## src/rtl/pxs_pkg.sv

```systemverilog
// rtl/pxs_pkg.sv - shared iPxs stream field map, widths and default VGA timing
package pxs_pkg;

  localparam int VGA_STR_W = 23;
  localparam int RGB_STR_W = 26;
  localparam int CNT_W     = 10;

  localparam int ACTIVEVIDEO = 0;
  localparam int VSYNC       = 1;
  localparam int HSYNC       = 2;
  localparam int YCOORD_LSB  = 3;
  localparam int YCOORD_MSB  = 12;
  localparam int XCOORD_LSB  = 13;
  localparam int XCOORD_MSB  = 22;
  localparam int RGB_LSB     = 23;
  localparam int RGB_MSB     = 25;

  localparam int DEF_H_ACTIVE = 640;
  localparam int DEF_H_FP     = 16;
  localparam int DEF_H_SYNC   = 96;
  localparam int DEF_H_BP     = 48;
  localparam int DEF_V_ACTIVE = 480;
  localparam int DEF_V_FP     = 10;
  localparam int DEF_V_SYNC   = 2;
  localparam int DEF_V_BP     = 33;

  // Field order mirrors the bit map: X in the top bits, ActiveVideo at bit 0.
  typedef struct packed {
    logic [CNT_W-1:0] x;
    logic [CNT_W-1:0] y;
    logic             hsync;
    logic             vsync;
    logic             active;
  } vga_str_t;

  // Compared as int so a window ending exactly at 1024 does not truncate.
  function automatic logic in_window(input logic [CNT_W-1:0] cnt, input int lo, input int len);
    return (int'(cnt) >= lo) && (int'(cnt) < lo + len);
  endfunction

endpackage

```

## src/rtl/pxs_timing_counter.sv

```systemverilog
// rtl/pxs_timing_counter.sv - wrap counter 0..TOTAL-1 with enable and terminal count
module pxs_timing_counter #(
  parameter int W     = 10,
  parameter int TOTAL = 800
) (
  input  logic         i_clk,
  input  logic         i_reset,
  input  logic         i_en,
  output logic [W-1:0] o_cnt,
  output logic         o_tc
);

  localparam logic [W-1:0] LAST = W'(TOTAL - 1);

  logic [W-1:0] r_cnt;

  always_ff @(posedge i_clk) begin
    if (i_reset) begin
      r_cnt <= '0;
    end else if (i_en) begin
      r_cnt <= (r_cnt == LAST) ? '0 : r_cnt + W'(1);
    end
  end

  assign o_cnt = r_cnt;
  assign o_tc  = (r_cnt == LAST);

endmodule

```

## src/rtl/pxs_vga_timing_gen.sv

```systemverilog
// rtl/pxs_vga_timing_gen.sv - 640x480@60 VGA timing source; PXS_FRAME_COUNT_EN adds frame_cnt_o
module pxs_vga_timing_gen
  import pxs_pkg::*;
#(
  parameter int H_ACTIVE = DEF_H_ACTIVE,
  parameter int H_FP     = DEF_H_FP,
  parameter int H_SYNC   = DEF_H_SYNC,
  parameter int H_BP     = DEF_H_BP,
  parameter int V_ACTIVE = DEF_V_ACTIVE,
  parameter int V_FP     = DEF_V_FP,
  parameter int V_SYNC   = DEF_V_SYNC,
  parameter int V_BP     = DEF_V_BP,
  parameter bit SYNC_POL = 1'b0
) (
  input  logic                 px_clk,
  input  logic                 reset,
  input  logic                 px_en,
  output logic [VGA_STR_W-1:0] VGAStr_o,
  output logic                 line_start_o,
  output logic                 frame_start_o
`ifdef PXS_FRAME_COUNT_EN
  ,
  output logic [7:0]           frame_cnt_o
`endif
);

  localparam int H_TOTAL = H_ACTIVE + H_FP + H_SYNC + H_BP;
  localparam int V_TOTAL = V_ACTIVE + V_FP + V_SYNC + V_BP;

  logic [CNT_W-1:0] w_hcnt;
  logic [CNT_W-1:0] w_vcnt;
  logic             w_h_tc;
  logic             w_v_tc;
  logic             w_line_first;
  logic             w_frame_first;
  vga_str_t         r_str;
  logic             r_line_start;
  logic             r_frame_start;

  pxs_timing_counter #(.W(CNT_W), .TOTAL(H_TOTAL)) u_hcnt (
    .i_clk   (px_clk),
    .i_reset (reset),
    .i_en    (px_en),
    .o_cnt   (w_hcnt),
    .o_tc    (w_h_tc)
  );

  // Vertical advances only on the enabled cycle that closes a line.
  pxs_timing_counter #(.W(CNT_W), .TOTAL(V_TOTAL)) u_vcnt (
    .i_clk   (px_clk),
    .i_reset (reset),
    .i_en    (px_en & w_h_tc),
    .o_cnt   (w_vcnt),
    .o_tc    (w_v_tc)
  );

  assign w_line_first  = (w_hcnt == '0);
  assign w_frame_first = w_line_first && (w_vcnt == '0) && !(w_h_tc && w_v_tc);

  always_ff @(posedge px_clk) begin
    if (reset) begin
      r_str.x       <= '0;
      r_str.y       <= '0;
      r_str.hsync   <= ~SYNC_POL;
      r_str.vsync   <= ~SYNC_POL;
      r_str.active  <= 1'b0;
      r_line_start  <= 1'b0;
      r_frame_start <= 1'b0;
    end else if (px_en) begin
      r_str.x       <= w_hcnt;
      r_str.y       <= w_vcnt;
      r_str.hsync   <= in_window(w_hcnt, H_ACTIVE + H_FP, H_SYNC) ? SYNC_POL : ~SYNC_POL;
      r_str.vsync   <= in_window(w_vcnt, V_ACTIVE + V_FP, V_SYNC) ? SYNC_POL : ~SYNC_POL;
      r_str.active  <= in_window(w_hcnt, 0, H_ACTIVE) && in_window(w_vcnt, 0, V_ACTIVE);
      r_line_start  <= w_line_first;
      r_frame_start <= w_frame_first;
    end else begin
      // Held pixel: keep the stream, but never stretch a strobe.
      r_line_start  <= 1'b0;
      r_frame_start <= 1'b0;
    end
  end

`ifdef PXS_FRAME_COUNT_EN
  logic [7:0] r_frame_cnt;

  always_ff @(posedge px_clk) begin
    if (reset) begin
      r_frame_cnt <= '0;
    end else if (px_en && w_frame_first) begin
      r_frame_cnt <= r_frame_cnt + 8'd1;
    end
  end

  assign frame_cnt_o = r_frame_cnt;
`endif

  assign VGAStr_o      = r_str;
  assign line_start_o  = r_line_start;
  assign frame_start_o = r_frame_start;

endmodule
```

## config.mk

```make
export PLATFORM = sky130hd
export DESIGN_NAME = pxs_vga_timing_gen
export DESIGN_NICKNAME = d
export VERILOG_FILES = /design/src/rtl/pxs_pkg.sv /design/src/rtl/pxs_timing_counter.sv /design/src/rtl/pxs_vga_timing_gen.sv
export SDC_FILE = /design/constraint.sdc
export NUM_CORES = 1
export LEC_CHECK = 0
export ABC_AREA = 1
export BUFFER_PORTS_ARGS = -buffer_cell sky130_fd_sc_hd__buf_4
export CAP_MARGIN = 5
export CORE_ASPECT_RATIO = 1.5
export CORE_MARGIN = 5
export CORE_UTILIZATION = 35
export CTS_CLUSTER_SIZE = 20
export DETAILED_ROUTE_END_ITERATION = 7
export SYNTH_ARGS = -nofsm -noshare
export SYNTH_HDL_FRONTEND = slang
export SYNTH_HIERARCHICAL = 1
export SYNTH_SLANG_ARGS = --single-unit
```

## constraint.sdc

```tcl
create_clock -name px_clk -period 6.2 [get_ports px_clk]
set_clock_uncertainty 0.2 [all_clocks]
set_input_delay 1.55 -clock px_clk [delete_from_list [all_inputs] [get_ports px_clk]]
set_output_delay 1.55 -clock px_clk [all_outputs]
set_load 0.05 [all_outputs]
```

==> impl_metrics.py, run 1 <==
metrics = {
    "run_status": {
        "run_status": "complete, no violations",
    },
    "critical_path": {
        "r2r_start": "u_hcnt/o_cnt[0]$_SDFFE_PP0P_",
        "cp.required_ns": 6.19,
        "arrival_ns": 2.70,
        "path_class": "in2reg",
        "crit_start": "px_en",
        "timing.critical_path.slowest_cell_delay_ns": 0.36,
        "start_kind": "primary input",
        "cp_max_fo": 44,
        "path_common_cell": "nand2_1",
        "crit_chain": "buf_4 -> nand2_1 -> inv_1 -> nand2_1 -> nor3_2 -> xor2_1 -> nor2_1",
        "cp_slowest_cell": "buf_4",
        "critPathCaptureType": "register",
        "reg2reg_slack_ns": 3.90,
    },
    "sta": {
        "fmax_mhz": 368,
        "post-route-min-period_ns": 2.72,
        "relSlewSlack_pct": 62.5,
        "setup_violations": 0,
        "hold_violations": 0,
        "fin_crit_sh_pct": 43.8,
        "fin_tns_setup_ns": 0,
        "rsz0062_at_grt": "no",
        "tightestPinTransition_ns": 0.562,
        "setup_slack_ns": 3.48,
        "maxSlewViolCount": 0,
    },
    "floorplan": {
        "die_w_um": 72.4,
        "std_cell_rows": 34,
        "initial_core_util_pct": 35.6,
        "dieHeight_um": 104,
        "io_pins": 28,
        "fp.dieArea_mm2": 0.00749,
        "core_area_mm2": 0.00574,
    },
    "worst_hold_path": {
        "hold_path.class": "reg2reg",
        "hold_start": "VGAStr_o[1]$_SDFFE_PP1P_",
    },
    "power_and_ir_drop": {
        "p_switching_w": 0.000151,
        "power_frac_seq_pct": 55.4,
        "leakage_nw": 0.999,
        "ir_drop_mv": 0.106,
        "combinationalPowerShare_pct": 12.9,
        "power_frac_clock_pct": 31.7,
        "switching_share_pct": 27.5,
        "p_int_w": 0.000398,
        "powerDensity_mw_per_mm2": 231,
    },
    "detailed_routing": {
        "firstDrtPassIters": 4,
        "drtAntennaViolNets": 0,
        "dr_total_vias": 1786,
        "drt_wl_total_um": 4700,
        "viasPerCell": 4.74,
        "drt_iter0_drc": 124,
        "route.detailed.drc": 0,
        "drt-wirelength-per-cell_um": 12.5,
    },
    "synthesis": {
        "ys_types": 28,
        "synth_edf_count": 0,
        "synthFlopType": "dfxtp_1",
        "seq_area_frac_synth_pct": 44.1,
        "synth-seq-cells": 45,
        "async_flop_share_pct": 0,
        "postSynthAreaPerCell_um2": 7.37,
        "ys_warn_count": 6,
        "syn_inst": 277,
        "synthesis.nets": 283,
        "synthesis.area_mm2": 0.00204,
    },
    "cts": {
        "postCtsHoldBufs": 0,
        "post_cts_resized": 0,
        "htree_num_levels": 2,
        "clk_latency_ns": 0.29,
        "cts_tree": "done",
        "clock-root-buffer": "clkbuf_8",
        "cts_setup_buffers": 0,
        "clk_pin_slew_ns": 0.08,
        "clock-sinks": 45,
        "cts_made_buffers": 5,
        "clock_tree.buffer_depth": 2,
    },
    "job": {
        "drv_cap": 0,
    },
    "placement": {
        "port-buffer-count": 27,
        "hpwl_um": 3390,
        "place_ws_ns": 3.17,
        "gp_congestion": 0.798,
        "place_inst": 369,
    },
    "grt": {
        "antenna_found_initial": 0,
        "grt_max_degree": 45,
        "grt_overflow": 0,
        "grt_pass1_vias": 1855,
        "grt_usage_pct": 13.7,
        "grt_pass1_wl_um": 8320,
    },
    "finish": {
        "area_growth_pct": 16.3,
        "drive_gt1_share_pct": 15.7,
        "num_antenna_cells": 0,
        "num-nets-final": 310,
        "fillers": 612,
        "layout.cells.non_filler": 377,
    },
}
## path summary, 6_finish.rpt
check,cells past startpoint,endpoint
worst max-delay path,7,u_vcnt/o_cnt[6]$_SDFFE_PP0P_
worst min-delay path,2,VGAStr_o[1]$_SDFFE_PP1P_
worst min register to register,2,VGAStr_o[1]$_SDFFE_PP1P_
worst max register to register,9,u_vcnt/o_cnt[6]$_SDFFE_PP0P_
## through the flow
stage / area (um2) / total power [W] / util (%) / hold slack (ns)
floorplan: 2040 / 0.000361 / - / 0.286
global placement: 2290 / 0.000381 / 40.0 / 0.265
detailed placement: 2290 / 0.000382 / 40.0 / 0.275
CTS: 2370 / 0.000557 / 41.4 / 0.295
global route: 2370 / 0.000576 / 41.4 / 0.328
finish: 2370 / 0.000549 / 41.4 / 0.292
## power groups by stage
stage / Clock (W) / Sequential [W] / Combinational, W
after global routing: 0.000194 / 0.000305 / 0.0000767
after global placement: 0 / 0.000311 / 0.0000706
final: 0.000174 / 0.000304 / 0.0000705
after detailed placement: 0 / 0.000311 / 0.0000710
after CTS: 0.000181 / 0.000304 / 0.0000713
after floorplan: 0 / 0.000339 / 0.0000216
## synthesized netlist by cell type (2+ instances only)
library cell | n | area, um2
nor2_1 | 51 | 191
dfxtp_1 | 45 | 901
nand2_1 | 35 | 131
inv_1 | 34 | 128
o21ai_0 | 22 | 110
nand3_1 | 21 | 105
a21oi_1 | 19 | 95.1
nor3_1 | 6 | 30.0
xor2_1 | 6 | 52.6
buf_2 | 4 | 20.0
nor2_2 | 4 | 25.0
ha_1 | 3 | 37.5
nand4_1 | 3 | 18.8
nor2_4 | 3 | 33.8
xnor2_1 | 3 | 26.3
buf_4 | 2 | 15.0
nand3_2 | 2 | 20.0
nor3_2 | 2 | 20.0
nor4_1 | 2 | 12.5
o21ai_1 | 2 | 10.0
## worst max-delay path, delay by kind of cell
kind | cells | cell delay (ns)
buffers and inverters | 2 | 0.55
xor gates and xnor gates | 1 | 0.16
and+or+nand+nor | 4 | 0.43
## cells by family after synthesis
logic type,Yosys count,share of synthesized area [%]
simple gates,132,30.0
flops,45,44.1
compound gates,44,11.0
buf+inv,43,8.70
xor+xnor,9,3.86
fa+ha+maj,3,1.84
mux,1,0.490
## layout by cell type (no fill, tap or decap), types with 2 or more instances in the layout
| cell type | synthesis | layout |
|---|---|---|
| nor2_1 | 51 | 51 |
| dfxtp_1 | 45 | 45 |
| nand2_1 | 35 | 35 |
| inv_1 | 34 | 34 |
| buf_4 | 2 | 27 |
| o21ai_0 | 22 | 22 |
| nand3_1 | 21 | 21 |
| a21oi_1 | 19 | 19 |
| nor3_1 | 6 | 6 |
| xor2_1 | 6 | 6 |
| clkbuf_8 | 0 | 5 |
| nor2_2 | 4 | 4 |
| nor2_4 | 3 | 3 |
| clkbuf_1 | 0 | 3 |
| nand4_1 | 3 | 3 |
| xnor2_1 | 3 | 3 |
| ha_1 | 3 | 3 |
| o21ai_1 | 2 | 2 |
| nor4_1 | 2 | 2 |
| nand3_2 | 2 | 2 |
| nor3_2 | 2 | 2 |
## registers in the layout, summed over array words and instances, names as in the netlist
register and flops:
line_start_o 1, VGAStr_o 23, u_vcnt/o_cnt 10, u_hcnt/o_cnt 10
frame_start_o 1
## cell type report
| cell class | count | area [um2] | area share [%] |
|---|---|---|---|
| Sequential cell | 45 | 901 | 37.9 |
| Multi-Input combinational cell | 189 | 963 | 40.6 |
| Clock buffer | 8 | 80.1 | 3.37 |
| Tap cell | 72 | 90.1 | 3.79 |
| Timing Repair Buffer | 27 | 203 | 8.54 |
| Inverter | 36 | 138 | 5.80 |
## layer usage
layer  wire length (um)  global-route usage [%]  vias up
met5                  0                       0        -
met4                 92                    4.84        0
met3                167                    3.39        9
met2               2470                    24.5       19
met1               1980                    15.1      816
li1                   -                       -      942
No activity file was read; power rests on OpenSTA's default activity.
==> inputs of run 2 (changes only) <==
==> constraint.sdc (replaced) <==
create_clock -name px_clk -period 2.3 [get_ports px_clk]
set_clock_uncertainty 0.2 [all_clocks]
set_input_delay 0.575 -clock px_clk [delete_from_list [all_inputs] [get_ports px_clk]]
set_output_delay 0.575 -clock px_clk [all_outputs]
set_load 0.05 [all_outputs]
==> run 2 against run 1 <==
Effect of this change:
- first-iteration DRC count is 3.2% lower
- non-clock buffer count increased by 4
- critical path depth is 2 higher
- wire length grew 2.2%
- flip-flop and latch count unchanged
- power increased to 2.7 times the previous value
- highest routed layer unchanged
==> impl_metrics.py, run 2 (synthesized netlist as in run 1, its figures left out) <==
metrics = {
    "placement": {
        "place_ws_ns": 0.0564,
        "gp_congestion": 0.835,
        "place_inst": 373,
        "hpwl_um": 3570,
        "port-buffer-count": 27,
    },
    "worst_hold_path": {
        "worstHoldPathCells": 2,
        "hold_path.class": "reg2reg",
    },
    "cts": {
        "postCtsHoldBufs": 0,
        "clock_tree.buffer_depth": 2,
        "cts_tree": "done",
        "htree_num_levels": 2,
        "cts_made_buffers": 5,
        "clock-sinks": 45,
        "clock-root-buffer": "clkbuf_8",
        "clk_pin_slew_ns": 0.08,
        "clk_latency_ns": 0.29,
    },
    "grt": {
        "grt_max_degree": 29,
        "grt_usage_pct": 13.9,
        "grt_pass1_vias": 1906,
        "grt_pass1_wl_um": 8380,
        "antenna_found_initial": 0,
        "grt_overflow": 0,
    },
    "critical_path": {
        "crit_chain": "ha_1 -> nand2_1 -> nor4_4 -> nand2_1 -> inv_2 -> nand2_1 -> nor3_2 -> xor2_1 -> nor2_1",
        "start_kind": "register",
        "worstRegToRegCells": 9,
        "critPathTopFamily": "simple AND/OR/NAND/NOR gates",
        "arrival_ns": 2.03,
        "critical_path_cell_count": 9,
        "timing.critical_path.slowest_cell_delay_ns": 0.38,
        "cp_num_buf_inv": 1,
        "path_class": "reg2reg",
        "cp.required_ns": 2.29,
        "cp_max_fo": 7,
        "path_common_cell": "nand2_1",
        "critPathCaptureType": "register",
        "cp_slowest_cell": "dfxtp_2",
    },
    "finish": {
        "mostFrequentLayoutCells": "nor2_1 (51), dfxtp_1 (43), nand2_1 (35)",
        "largest_register_ffs": 23,
        "area_growth_pct": 18.6,
        "num_antenna_cells": 0,
        "drive_gt1_share_pct": 18.1,
        "num-nets-final": 314,
        "fillers": 598,
        "layout.cells.non_filler": 381,
        "final_common_cell": "nor2_1",
    },
    "sta": {
        "setup_slack_ns": 0.251,
        "hold_violations": 0,
        "maxSlewViolCount": 0,
        "fin_crit_sh_pct": 89.1,
        "relSlewSlack_pct": 61.5,
        "setup_violations": 0,
        "fmax_mhz": 488,
        "post-route-min-period_ns": 2.05,
        "tightestPinTransition_ns": 0.577,
    },
    "detailed_routing": {
        "drt_iter0_drc": 120,
        "viasPerCell": 4.90,
        "dr_total_vias": 1865,
        "drtAntennaViolNets": 0,
        "drt_wl_total_um": 4810,
        "firstDrtPassIters": 4,
        "route.detailed.drc": 0,
        "drt-wirelength-per-cell_um": 12.6,
    },
    "floorplan": {
        "dieHeight_um": 104,
        "core_area_mm2": 0.00574,
        "fp.dieArea_mm2": 0.00749,
        "io_pins": 28,
        "die_w_um": 72.4,
        "initial_core_util_pct": 35.6,
        "std_cell_rows": 34,
    },
    "power_and_ir_drop": {
        "powerDensity_mw_per_mm2": 610,
        "leakage_nw": 1.04,
        "ir_drop_mv": 0.245,
    },
    "job": {
        "drv_cap": 0,
    },
    "run_status": {
        "run_status": "complete, no violations",
    },
}
[run 2: changes by cell type in the layout (fill, tap and decap cells not counted)]
cell,delta
nor4_1,-1
nor4_4,+1
inv_1,-1
dfxtp_2,+2
inv_2,+1
dfxtp_1,-2
buf_4,+4
[run 2: area by class of cell]
| type | count | area (um2) | area share, % |
|---|---|---|---|
| flip-flops and latches | 45 | 903 | 37.3 |
| inverters | 36 | 138 | 5.68 |
| repair buffers | 31 | 233 | 9.61 |
| multi-input cells | 189 | 978 | 40.4 |
| clock buffers | 8 | 80.1 | 3.31 |
| well taps | 72 | 90.1 | 3.72 |
[run 2: worst paths after layout]
kind                                                      to  slack [ns]                    startpoint
worst max-delay path            u_vcnt/o_cnt[6]$_SDFFE_PP0P_        0.25  u_hcnt/o_cnt[0]$_SDFFE_PP0P_
worst min-delay path                VGAStr_o[1]$_SDFFE_PP1P_        0.29      VGAStr_o[1]$_SDFFE_PP1P_
worst max register to register  u_vcnt/o_cnt[6]$_SDFFE_PP0P_        0.25  u_hcnt/o_cnt[0]$_SDFFE_PP0P_
worst min register to register      VGAStr_o[1]$_SDFFE_PP1P_        0.29      VGAStr_o[1]$_SDFFE_PP1P_
[run 2: tightest hold or removal path, cell delays in order (launching register included)]
cell and delay [ns]:
dfxtp_1 0.34, a21oi_1 0.07, nand2_1 0.06
[run 2: per-stage QoR]
stage	hold WS [ns]	utilization [%]	area (um2)	setup TNS (ns)	power, W
2_1_floorplan	0.286	-	2040	0	0.000973
3_3_place_gp	0.261	40.5	2320	0	0.00103
3_5_place_dp	0.260	40.5	2320	0	0.00103
4_1_cts	0.284	41.9	2400	0	0.00150
5_1_grt	0.345	42.2	2420	-0.00113	0.00155
6_report	0.287	42.2	2420	0	0.00148
[run 2: timing repair]
item	in CTS	in global routing
setup endpoints to repair	0	10
buffers inserted	0	0
gates resized for setup	0	5
[run 2: metal layers]
metal / vias up / part of all wire [%] / global-route usage (%)
met5: - / 0 / 0
met4: 0 / 2.7 / 6.18
met3: 12 / 4.4 / 2.91
met2: 40 / 55 / 25.7
met1: 867 / 38 / 14.3
li1: 946 / - / -
[run 2: power by group]
group	switching, W	total, W	internal, W
Clock	0.000253	0.000469	0.000216
Combinational	0.000137	0.000190	0.0000531
Sequential	0.0000148	0.000820	0.000805
Total	0.000404	0.00148	0.00107
==> inputs of run 3 (changes only) <==
==> constraint.sdc (replaced) <==
create_clock -name px_clk -period 2.4 [get_ports px_clk]
set_clock_uncertainty 0.2 [all_clocks]
set_input_delay 0.6 -clock px_clk [delete_from_list [all_inputs] [get_ports px_clk]]
set_output_delay 0.6 -clock px_clk [all_outputs]
set_load 0.05 [all_outputs]
==> run 3 against run 2 <==
Effect of this change:
- die area did not move
- count of clock-buffer cells in the layout down 1
- non-clock buffer count is 2 lower
- largest cell class unchanged
- highest routed layer unchanged
- combinational power fell by 3%
==> impl_metrics.py, run 3 (synthesized netlist as in run 1, its figures left out) <==
metrics = {
    "run_status": {
        "run_status": "complete, no violations",
    },
    "cts": {
        "clk_latency_ns": 0.30,
        "cts_made_buffers": 5,
        "clock-sinks": 45,
        "clock_tree.buffer_depth": 2,
        "postCtsHoldBufs": 0,
        "clock-root-buffer": "clkbuf_8",
        "cts_tree": "done",
        "clk_pin_slew_ns": 0.08,
        "cts_setup_buffers": 0,
        "htree_num_levels": 2,
    },
    "critical_path": {
        "start_kind": "register",
        "arrival_ns": 2.10,
        "critPathCaptureType": "register",
        "cp_max_fo": 7,
        "cp.required_ns": 2.38,
        "path_class": "reg2reg",
    },
    "sta": {
        "relSlewSlack_pct": 59.4,
        "rsz0062_at_grt": "no",
        "setup_violations": 0,
        "post-route-min-period_ns": 2.11,
        "fin_crit_sh_pct": 88.0,
        "hold_violations": 0,
        "fin_tns_setup_ns": 0,
        "tightestPinTransition_ns": 0.608,
        "maxSlewViolCount": 0,
        "fmax_mhz": 474,
    },
    "floorplan": {
        "fp.dieArea_mm2": 0.00749,
        "core_area_mm2": 0.00574,
        "die_w_um": 72.4,
        "dieHeight_um": 104,
        "initial_core_util_pct": 35.6,
        "std_cell_rows": 34,
        "io_pins": 28,
    },
    "placement": {
        "port-buffer-count": 27,
        "gp_congestion": 0.825,
        "hpwl_um": 3550,
    },
    "detailed_routing": {
        "drtAntennaViolNets": 0,
        "viasPerCell": 4.82,
        "dr_total_vias": 1828,
        "route.detailed.drc": 0,
        "drt-wirelength-per-cell_um": 12.6,
        "drt_wl_total_um": 4760,
        "drt_iter0_drc": 113,
        "firstDrtPassIters": 4,
    },
    "grt": {
        "grt_max_degree": 30,
        "grt_pass1_wl_um": 8450,
        "grt_usage_pct": 14.1,
        "antenna_found_initial": 0,
        "grt_overflow": 0,
        "grt_pass1_vias": 1893,
    },
    "finish": {
        "drive_gt1_share_pct": 17.6,
        "final_common_cell": "nor2_1",
        "fillers": 633,
        "largest_register_ffs": 23,
        "num_antenna_cells": 0,
        "area_growth_pct": 19.1,
        "num-nets-final": 312,
        "mostFrequentLayoutCells": "nor2_1 (51), dfxtp_1 (45), nand2_1 (35)",
    },
    "power_and_ir_drop": {
        "leakage_nw": 1.03,
        "powerDensity_mw_per_mm2": 641,
        "ir_drop_mv": 0.278,
        "p_total_w": 0.00156,
    },
    "worst_hold_path": {
        "hold_path.class": "reg2reg",
    },
    "job": {
        "drv_cap": 0,
    },
}
[run 3: report_power, final]
group / internal [W] / leakage, nW / switching (W) / total, W
registers: 0.000771 / 0.368 / 0.0000135 / 0.000784
clock network: 0.000340 / 0.0585 / 0.000252 / 0.000592
logic: 0.0000519 / 0.599 / 0.000133 / 0.000184
[run 3: final timing paths]
path                                              startpoint  slack [ns]  depth (start not counted)                      endpoint
worst max-delay path            u_hcnt/o_cnt[0]$_SDFFE_PP0P_        0.29                          9  u_vcnt/o_cnt[6]$_SDFFE_PP0P_
worst min-delay path                VGAStr_o[1]$_SDFFE_PP1P_        0.28                          2      VGAStr_o[1]$_SDFFE_PP1P_
worst max register to register  u_hcnt/o_cnt[0]$_SDFFE_PP0P_        0.29                          9  u_vcnt/o_cnt[6]$_SDFFE_PP0P_
worst min register to register      VGAStr_o[1]$_SDFFE_PP1P_        0.28                          2      VGAStr_o[1]$_SDFFE_PP1P_
[run 3: layout make-up]
cell class	instances	area [um2]	area share, %
Inverter	36	138	5.66
Multi-Input combinational cell	189	970	39.9
Tap cell	72	90.1	3.70
Clock buffer	7	86.3	3.55
Clock inverter	1	30.0	1.23
Sequential cell	45	901	37.0
Timing Repair Buffer	29	218	8.95
[run 3: per-layer routing]
metal  up-vias  share of wire, %  track usage, %
li1        941                 -               -
met1       848                40            14.9
met2        28                55            25.9
met3        11               2.9            2.71
met4         0               2.5            6.59
met5         -                 0               0
[run 3: repair_timing]
| action | in CTS | in global routing |
|---|---|---|
| setup endpoints to repair | 0 | 10 |
| resized for setup | 0 | 2 |
| endpoints found under the hold margin | 0 | 0 |
[run 3: worst max-delay path: stages, from the launching register on]
cell and delay [ns]:
dfxtp_1 0.43, ha_1 0.22, nand2_1 0.12, nor4_2 0.32, nand2_1 0.10, inv_2 0.13
nand2_1 0.09, nor3_2 0.18, xor2_1 0.16, nor2_1 0.05
[run 3: per-stage QoR]
stage,area (um2),hold slack (ns),std cells,setup slack (ns),util [%]
3_5_place_dp,2310,0.262,371,0.214,40.2
5_1_grt,2430,0.319,379,0.0460,42.4
3_3_place_gp,2310,0.265,371,0.240,40.2
6_report,2430,0.284,379,0.289,42.4
2_1_floorplan,2040,0.286,277,0.403,-
4_1_cts,2430,0.287,379,0.182,42.2
